## config.mk

```make
export PLATFORM = sky130hd
export DESIGN_NAME = udp_stream_mux
export DESIGN_NICKNAME = d
export VERILOG_FILES = /design/src/rtl/udp_stream_mux_pkg.sv /design/src/rtl/udp_stream_mux_rr_arbiter.sv /design/src/rtl/udp_stream_mux.sv
export SDC_FILE = /design/constraint.sdc
export NUM_CORES = 1
export LEC_CHECK = 0
export CAP_MARGIN = 20
export CORE_MARGIN = 2
export CORE_UTILIZATION = 38
export DETAILED_ROUTE_END_ITERATION = 16
export PLACE_DENSITY = 0.87
export SLEW_MARGIN = 20
export SYNTH_ARGS = -nofsm -noshare
export SYNTH_HDL_FRONTEND = slang
export SYNTH_HIERARCHICAL = 1
export SYNTH_SLANG_ARGS = --single-unit
```

## constraint.sdc

```tcl
create_clock -name clk -period 2.8 [get_ports clk]
set_input_delay 0.42 -clock clk [delete_from_list [all_inputs] [get_ports clk]]
set_output_delay 0.42 -clock clk [all_outputs]
set_load 0.02 [all_outputs]
```

## src/rtl/udp_stream_mux_pkg.sv

```systemverilog
// Shared types and constants for the UDP stream multiplexer.
package udp_stream_mux_pkg;

   typedef enum logic [2:0] {
      IDLE,
      HDR,
      DATA,
      DRAIN,
      GAP
   } state_t;

   localparam logic [7:0] HDR_MAGIC = 8'hC0;
   localparam int         SRC_ID_W  = 8;

   // Index width that stays legal (>= 1 bit) for a single source.
   function automatic int idx_width(input int n);
      return (n > 1) ? $clog2(n) : 1;
   endfunction

endpackage

```

## src/rtl/udp_stream_mux_rr_arbiter.sv

```systemverilog
// Combinational round-robin grant: first requester searching upward from last_grant+1.
module rr_arbiter
   import udp_stream_mux_pkg::*;
#(
   parameter int NUM_SRC = 3,
   localparam int IDX_W  = idx_width(NUM_SRC)
) (
   input  logic [NUM_SRC-1:0] req,
   input  logic [IDX_W-1:0]   last_grant,
   output logic               grant_valid,
   output logic [IDX_W-1:0]   grant_idx
);

   // NOTE: every output gets a default before the search so no latch is inferred.
   always_comb begin
      grant_valid = 1'b0;
      grant_idx   = '0;
      // Walk from the farthest candidate down so the nearest requester wins last.
      for (int k = NUM_SRC; k >= 1; k--) begin
         if (req[(int'(last_grant) + k) % NUM_SRC]) begin
            grant_valid = 1'b1;
            grant_idx   = IDX_W'((int'(last_grant) + k) % NUM_SRC);
         end
      end
   end

endmodule

```

## src/rtl/udp_stream_mux.sv

```systemverilog
// Packet-level round-robin merge of NUM_SRC AXI streams into the UDP TX client port.
// Define UDP_STREAM_MUX_HDR_EN to prefix every frame with a source/sequence header word.
module udp_stream_mux
   import udp_stream_mux_pkg::*;
#(
   parameter int NUM_SRC   = 3,
   parameter int MAX_WORDS = 1024
) (
   input  logic                    clk,
   input  logic                    rst_n,
   input  logic                    ena,
   input  logic [NUM_SRC-1:0]      src_mask,
   input  logic [NUM_SRC*64-1:0]   in_tdata,
   input  logic [NUM_SRC-1:0]      in_tvalid,
   input  logic [NUM_SRC-1:0]      in_tlast,
   output logic [NUM_SRC-1:0]      in_tready,
   input  logic                    udp_tx_cts,
   output logic [63:0]             udp_tx_data,
   output logic [7:0]              udp_tx_data_valid,
   output logic                    udp_tx_sof,
   output logic                    udp_tx_eof,
   output logic                    busy,
   output logic [31:0]             pkt_count,
   output logic [15:0]             trunc_count
);

   localparam int          IDX_W     = idx_width(NUM_SRC);
   localparam logic [15:0] LAST_WORD = 16'(MAX_WORDS - 1);
`ifdef UDP_STREAM_MUX_HDR_EN
   localparam bit          HDR_EN    = 1'b1;
`else
   localparam bit          HDR_EN    = 1'b0;
`endif

   state_t               state_q, state_d;
   logic [IDX_W-1:0]     grant_q, last_grant_q, arb_idx;
   logic                 arb_valid;
   logic [NUM_SRC-1:0]   req, gnt_oh;
   logic [15:0]          word_cnt_q;
   logic [63:0]          cur_data;
   logic                 cur_valid, cur_last, accept, at_max;
`ifdef UDP_STREAM_MUX_HDR_EN
   logic [31:0]          seq_q;
`endif

   assign req  = in_tvalid & ~src_mask;
   assign busy = (state_q != IDLE);

   rr_arbiter #(.NUM_SRC(NUM_SRC)) u_arb (
      .req         (req),
      .last_grant  (last_grant_q),
      .grant_valid (arb_valid),
      .grant_idx   (arb_idx)
   );

   // Select the granted source's stream signals.
   always_comb begin
      cur_data  = '0;
      cur_valid = 1'b0;
      cur_last  = 1'b0;
      gnt_oh    = '0;
      for (int i = 0; i < NUM_SRC; i++) begin
         if (grant_q == IDX_W'(i)) begin
            gnt_oh[i] = 1'b1;
            cur_data  = in_tdata[i*64 +: 64];
            cur_valid = in_tvalid[i];
            cur_last  = in_tlast[i];
         end
      end
   end

   always_comb begin
      state_d   = state_q;
      in_tready = '0;
      accept    = 1'b0;
      at_max    = (word_cnt_q == LAST_WORD);
      unique case (state_q)
         IDLE: begin
            if (ena && arb_valid) state_d = HDR_EN ? HDR : DATA;
         end
`ifdef UDP_STREAM_MUX_HDR_EN
         HDR: begin
            if (udp_tx_cts) state_d = DATA;
         end
`endif
         DATA: begin
            in_tready = gnt_oh & {NUM_SRC{udp_tx_cts}};
            accept    = cur_valid & udp_tx_cts;
            if (accept) begin
               if (cur_last)    state_d = GAP;
               else if (at_max) state_d = DRAIN;
            end
         end
         DRAIN: begin
            // Discard the tail of a truncated packet without waiting on the UDP core.
            in_tready = gnt_oh;
            accept    = cur_valid;
            if (accept && cur_last) state_d = GAP;
         end
         GAP:     state_d = IDLE;
         default: state_d = IDLE;
      endcase
   end

   // NOTE: sequential state uses non-blocking assignments so every flop samples pre-edge values.
   always_ff @(posedge clk or negedge rst_n) begin
      if (!rst_n) begin
         state_q           <= IDLE;
         grant_q           <= '0;
         last_grant_q      <= IDX_W'(NUM_SRC - 1);
         word_cnt_q        <= '0;
         pkt_count         <= '0;
         trunc_count       <= '0;
         udp_tx_data       <= '0;
         udp_tx_data_valid <= '0;
         udp_tx_sof        <= 1'b0;
         udp_tx_eof        <= 1'b0;
      end else begin
         state_q           <= state_d;
         udp_tx_data       <= '0;
         udp_tx_data_valid <= '0;
         udp_tx_sof        <= 1'b0;
         udp_tx_eof        <= 1'b0;
         case (state_q)
            IDLE: begin
               word_cnt_q <= '0;
               grant_q    <= arb_idx;
            end
`ifdef UDP_STREAM_MUX_HDR_EN
            HDR: begin
               if (udp_tx_cts) begin
                  udp_tx_data       <= {HDR_MAGIC, SRC_ID_W'(grant_q), 16'h0000, seq_q};
                  udp_tx_data_valid <= 8'hFF;
                  udp_tx_sof        <= 1'b1;
               end
            end
`endif
            DATA: begin
               if (accept) begin
                  udp_tx_data       <= cur_data;
                  udp_tx_data_valid <= 8'hFF;
                  udp_tx_sof        <= !HDR_EN && (word_cnt_q == 16'd0);
                  udp_tx_eof        <= cur_last | at_max;
                  word_cnt_q        <= word_cnt_q + 16'd1;
                  if (at_max && !cur_last && trunc_count != 16'hFFFF)
                     trunc_count <= trunc_count + 16'd1;
               end
            end
            GAP: begin
               pkt_count    <= pkt_count + 32'd1;
               last_grant_q <= grant_q;
            end
            default: ;
         endcase
      end
   end

`ifdef UDP_STREAM_MUX_HDR_EN
   always_ff @(posedge clk or negedge rst_n) begin
      if (!rst_n)                         seq_q <= '0;
      else if (state_q == HDR && udp_tx_cts) seq_q <= seq_q + 32'd1;
   end
`endif

endmodule
```

==> out/metrics.sh, run 1 <==
POST_CTS_RESIZED=0
GP_ROUTABILITY_CONGESTION=0.890
SYN-CELL-AREA_SQ_UM=7080
HOLD_PATH_CLASS='flip-flop to flip-flop'
YOSYSUNIQUECELLTYPES=56
INSERTION_DELAY_NS=0.42
FF_LATCH_COUNT_SYNTH=138
FINISH.UTILIZATION_PCT=61.5
CHIP_WIDTH_MICRONS=140
TIMING.CRITICAL_PATH.REQUIRED_NS=2.38
VIAS=6562
FIN_SETUP_TNS_NS=0
CRIT_ARRIVAL_NS=2.18
GRT_ANTENNA_BEFORE_REPAIR=2
FIRST_ITER_VIOLATIONS=320
CTSROOTBUFFERMASTER='clkbuf_16'
DRIVE_ABOVE_1_SHARE_PCT=6.24
AREA_DELTA_SYNTH_FINAL_PCT=57.5
IO_BUFFER_COUNT=330
SYNTH_NETS=940
SYN_INST=727
DIE_Y_MICRONS=140
VDD.IR_DROP.WORST_mV=0.432
IO_PINS=331
SETUP.WORST_PATH.CLASS='flip-flop to output port'
CLK_TRANSITION_REPORTED_PATHS_NS=0.06
NUMBER_OF_ENABLE_TYPE_REGISTER_CELLS_IN_THE_SYNTHESIZED_NETLIST=0
FINALMAXSLEWVIOLATIONS=0
TRITONCTS_NUM_SINKS=138
FMAXACHIEVABLE_GHz=0.384
CLOCK_TREE.HTREE_LEVEL_COUNT=4
SYNTHESIZED_AREA_DIVIDED_BY_SYNTHESIZED_CELL_COUNT_SQ_UM=9.74
GRT_START_MAX_NET_PINS=66
GRT_PASS1_VIAS=6630
NNETSFINAL=1259
FIRST_PASS_GRT_WIRE_LENGTH_MICRONS=35200
WORST-SLEW-PIN-TRANSITION_NS=0.630
PERIOD_MINUS_SLACK_NS=2.60
SETUP.WORST_PATH.END_CLASS='output port'
HOLD_VIOLATIONS=0
RSZ0062_AT_GRT='false'
CORE-AREA_SQ_UM=18100
TIMING.CRITICAL_PATH.FROM_TYPE='flip-flop'
PATH_MAX_FANOUT=5
MAX_CAP_VIOLATIONS=0
TRITONCTS='yes'
DRT_FIRST_PASS_ITERS=5
POSTROUTEWIRELENGTH_MICRONS=22300
FINAL.SETUP_SKEW_NS=0.0107
FLOORPLAN.INITIALDENSITY_PCT=39.0
SETUP_VIOLATIONS=0
VIAS_PER_CELL=5.09
HPWLAFTERDP_MICRONS=17300
CTS_INSERTED_BUFFERS=17
POWER_PER_UNIT_OF_STANDARD_CELL_AREA_nW_PER_UM2=681
CP_CELL_SEQUENCE='and2b_4 > o21ai_0 > buf_4 > nor3b_1 > clkdlybuf4s50_1'
CRIT_PATH_MAX_DELAY_FAMILY='buffers and inverters'
ANTENNA_VIOLATING_NETS_POST_ROUTE=0
ROWS=49
GLOBALROUTETOTALUTIL_PCT=22.8
ROUTED_WIRE_LENGTH_PER_INSTANCE_MICRONS=17.3
SYNTH.YOSYS.WARNINGS=6
WORSTPATHBUFFERINVERTERCOUNT=2
POST-ROUTE-PERIOD-UTIL_PCT=93.0
SLOWEST_DELAY_NS=0.64
CLK_PATH_BUF_DEPTH=2
SYNTHFLOPTYPE='dfrtp_1'
OUTCOME='completed'
P_LEAK_nW=4.64
YOSYSSEQAREASHARE_PCT=48.8
SYNTH_ASYNC_SR_FLOP_SHARE_PCT=100
DRC=0
OVERFLOW_AFTER_GRT=0
CP_SLOWEST_CELL='clkdlybuf4s50_1'
CTSHOLDBUFFERS=1
MAX-SLEW-MARGIN-REL_PCT=58.0
DIE_AREA_SQ_UM=19700
CTS_SETUP_BUFFERS=0
cell usage in the layout, fill, tap and decap left out, drive strengths merged, types with 10 or more instances in the layout:
master | Yosys | routed
a21oi | 74 | 74
and3 | 11 | 11
buf | 18 | 14
nand2 | 33 | 33
clkdlybuf4s50 | 0 | 329
dfrtp | 137 | 137
clkbuf | 26 | 18
nand4 | 21 | 21
xnor2 | 46 | 46
nor2 | 148 | 148
nand3 | 28 | 28
inv | 14 | 16
mux2i | 69 | 69
xor2 | 10 | 10
per-stage QoR:
| step | instance area, sq um | setup WS (ns) | std cells | total power, W | hold WS (ns) |
|---|---|---|---|---|---|
| floorplan | 7080 | 0.577 | 727 | 0.00426 | 0.124 |
| global placement | 10600 | 0.287 | 1255 | 0.00546 | 0.382 |
| detailed placement | 10600 | 0.282 | 1255 | 0.00553 | 0.386 |
| CTS | 11100 | 0.175 | 1287 | 0.00767 | 0.485 |
| global route | 11100 | 0.111 | 1287 | 0.00801 | 0.497 |
| finish | 11200 | 0.196 | 1288 | 0.00759 | 0.489 |
synthesized netlist by cell type, drive strengths merged, types with 2 or more instances:
library cell,count,share of area [%]
nand2,33,1.7
o31ai,2,0.21
ha,8,1.4
a211oi,2,0.21
dfrtp,137,48
xor2,10,1.2
nor2b,5,0.44
buf,18,1.7
nand3b,5,0.88
and2,2,0.18
or3,3,0.27
mux2i,69,9.8
o21ai,9,0.64
a21oi,74,5.2
nand3,28,2.1
or4,2,0.32
nor2,148,7.8
mux2,4,0.64
clkbuf,26,1.4
xnor2,46,5.7
nand2b,6,0.53
nor4,9,1.1
a21boi,2,0.21
nand4,21,1.9
and4,4,0.49
nor3b,4,0.58
nor3,9,0.71
o22ai,4,0.35
inv,14,0.74
and3,11,0.97
cell families after synthesis:
group           after synthesis  share of synthesized area, %
xor+xnor                     56                          6.93
buf+inv                      58                          3.87
simple gates                294                          20.6
flops                       138                          48.8
mux                          73                          10.4
compound gates              100                          7.95
fa+ha+maj                     8                          1.41
worst paths after layout:
kind	from	to	slack [ns]	cells after the start
setup / recovery	state_q[2]	in_tready[1]	0.20	5
hold / removal	pkt_count[31]	pkt_count[31]	0.49	1
setup reg to reg	word_cnt_q[0]	trunc_count[1]	0.59	6
hold reg to reg	pkt_count[31]	pkt_count[31]	0.49	1
max in group asynchronous	rst_n	udp_tx_sof	1.53	3
min in group asynchronous	rst_n	trunc_count[4]	0.51	2
per-layer routing:
metal  GRT usage, %  part of all wire, %  wire length (microns)
met2           40.7                   52                  11700
met3           4.55                  5.7                   1270
met4           8.74                  2.9                    658
met5              0                    0                      0
met1           27.0                   39                   8710
worst reg2reg max path, delay by kind of cell (launching register included):
| kind | cells | cell delay, ns |
|---|---|---|
| compound gates | 1 | 0.33 |
| fa+ha+maj | 1 | 0.25 |
| buf+inv | 1 | 0.25 |
| flops | 1 | 0.36 |
| mux | 1 | 0.34 |
| simple gates | 2 | 0.56 |
final cells by class:
| type | instances | area [sq um] |
|---|---|---|
| tap | 229 | 287 |
| timing repair buffer | 344 | 3440 |
| antenna | 1 | 2.50 |
| inverter | 14 | 52.6 |
| clock buffer | 18 | 429 |
| fill | 1489 | 7000 |
| clock inverter | 13 | 124 |
| sequential | 138 | 3460 |
| multi-input combinational | 531 | 3360 |
state kept, by name, summed over array words and instances, names as in the netlist:
signal	count
grant_q	2
last_grant_q	2
pkt_count	32
state_q	3
trunc_count	16
udp_tx_data	64
udp_tx_data_valid	1
udp_tx_eof	1
udp_tx_sof	1
word_cnt_q	16
power breakdown:
group / switching [W] / leakage (nW) / total (W) / internal [W]
logic: 0.00167 / 2.48 / 0.00304 / 0.00138
clock network: 0.000888 / 0.263 / 0.00211 / 0.00122
registers: 0.000192 / 1.90 / 0.00244 / 0.00225
Note: power is estimated with default switching activity, not from simulation.
==> inputs of run 2 (changes only) <==
- SLEW_MARGIN: 20 -> unset
==> results of run 2 <==
Same layout as run 1: the final DEF is identical, and so are final timing and power.
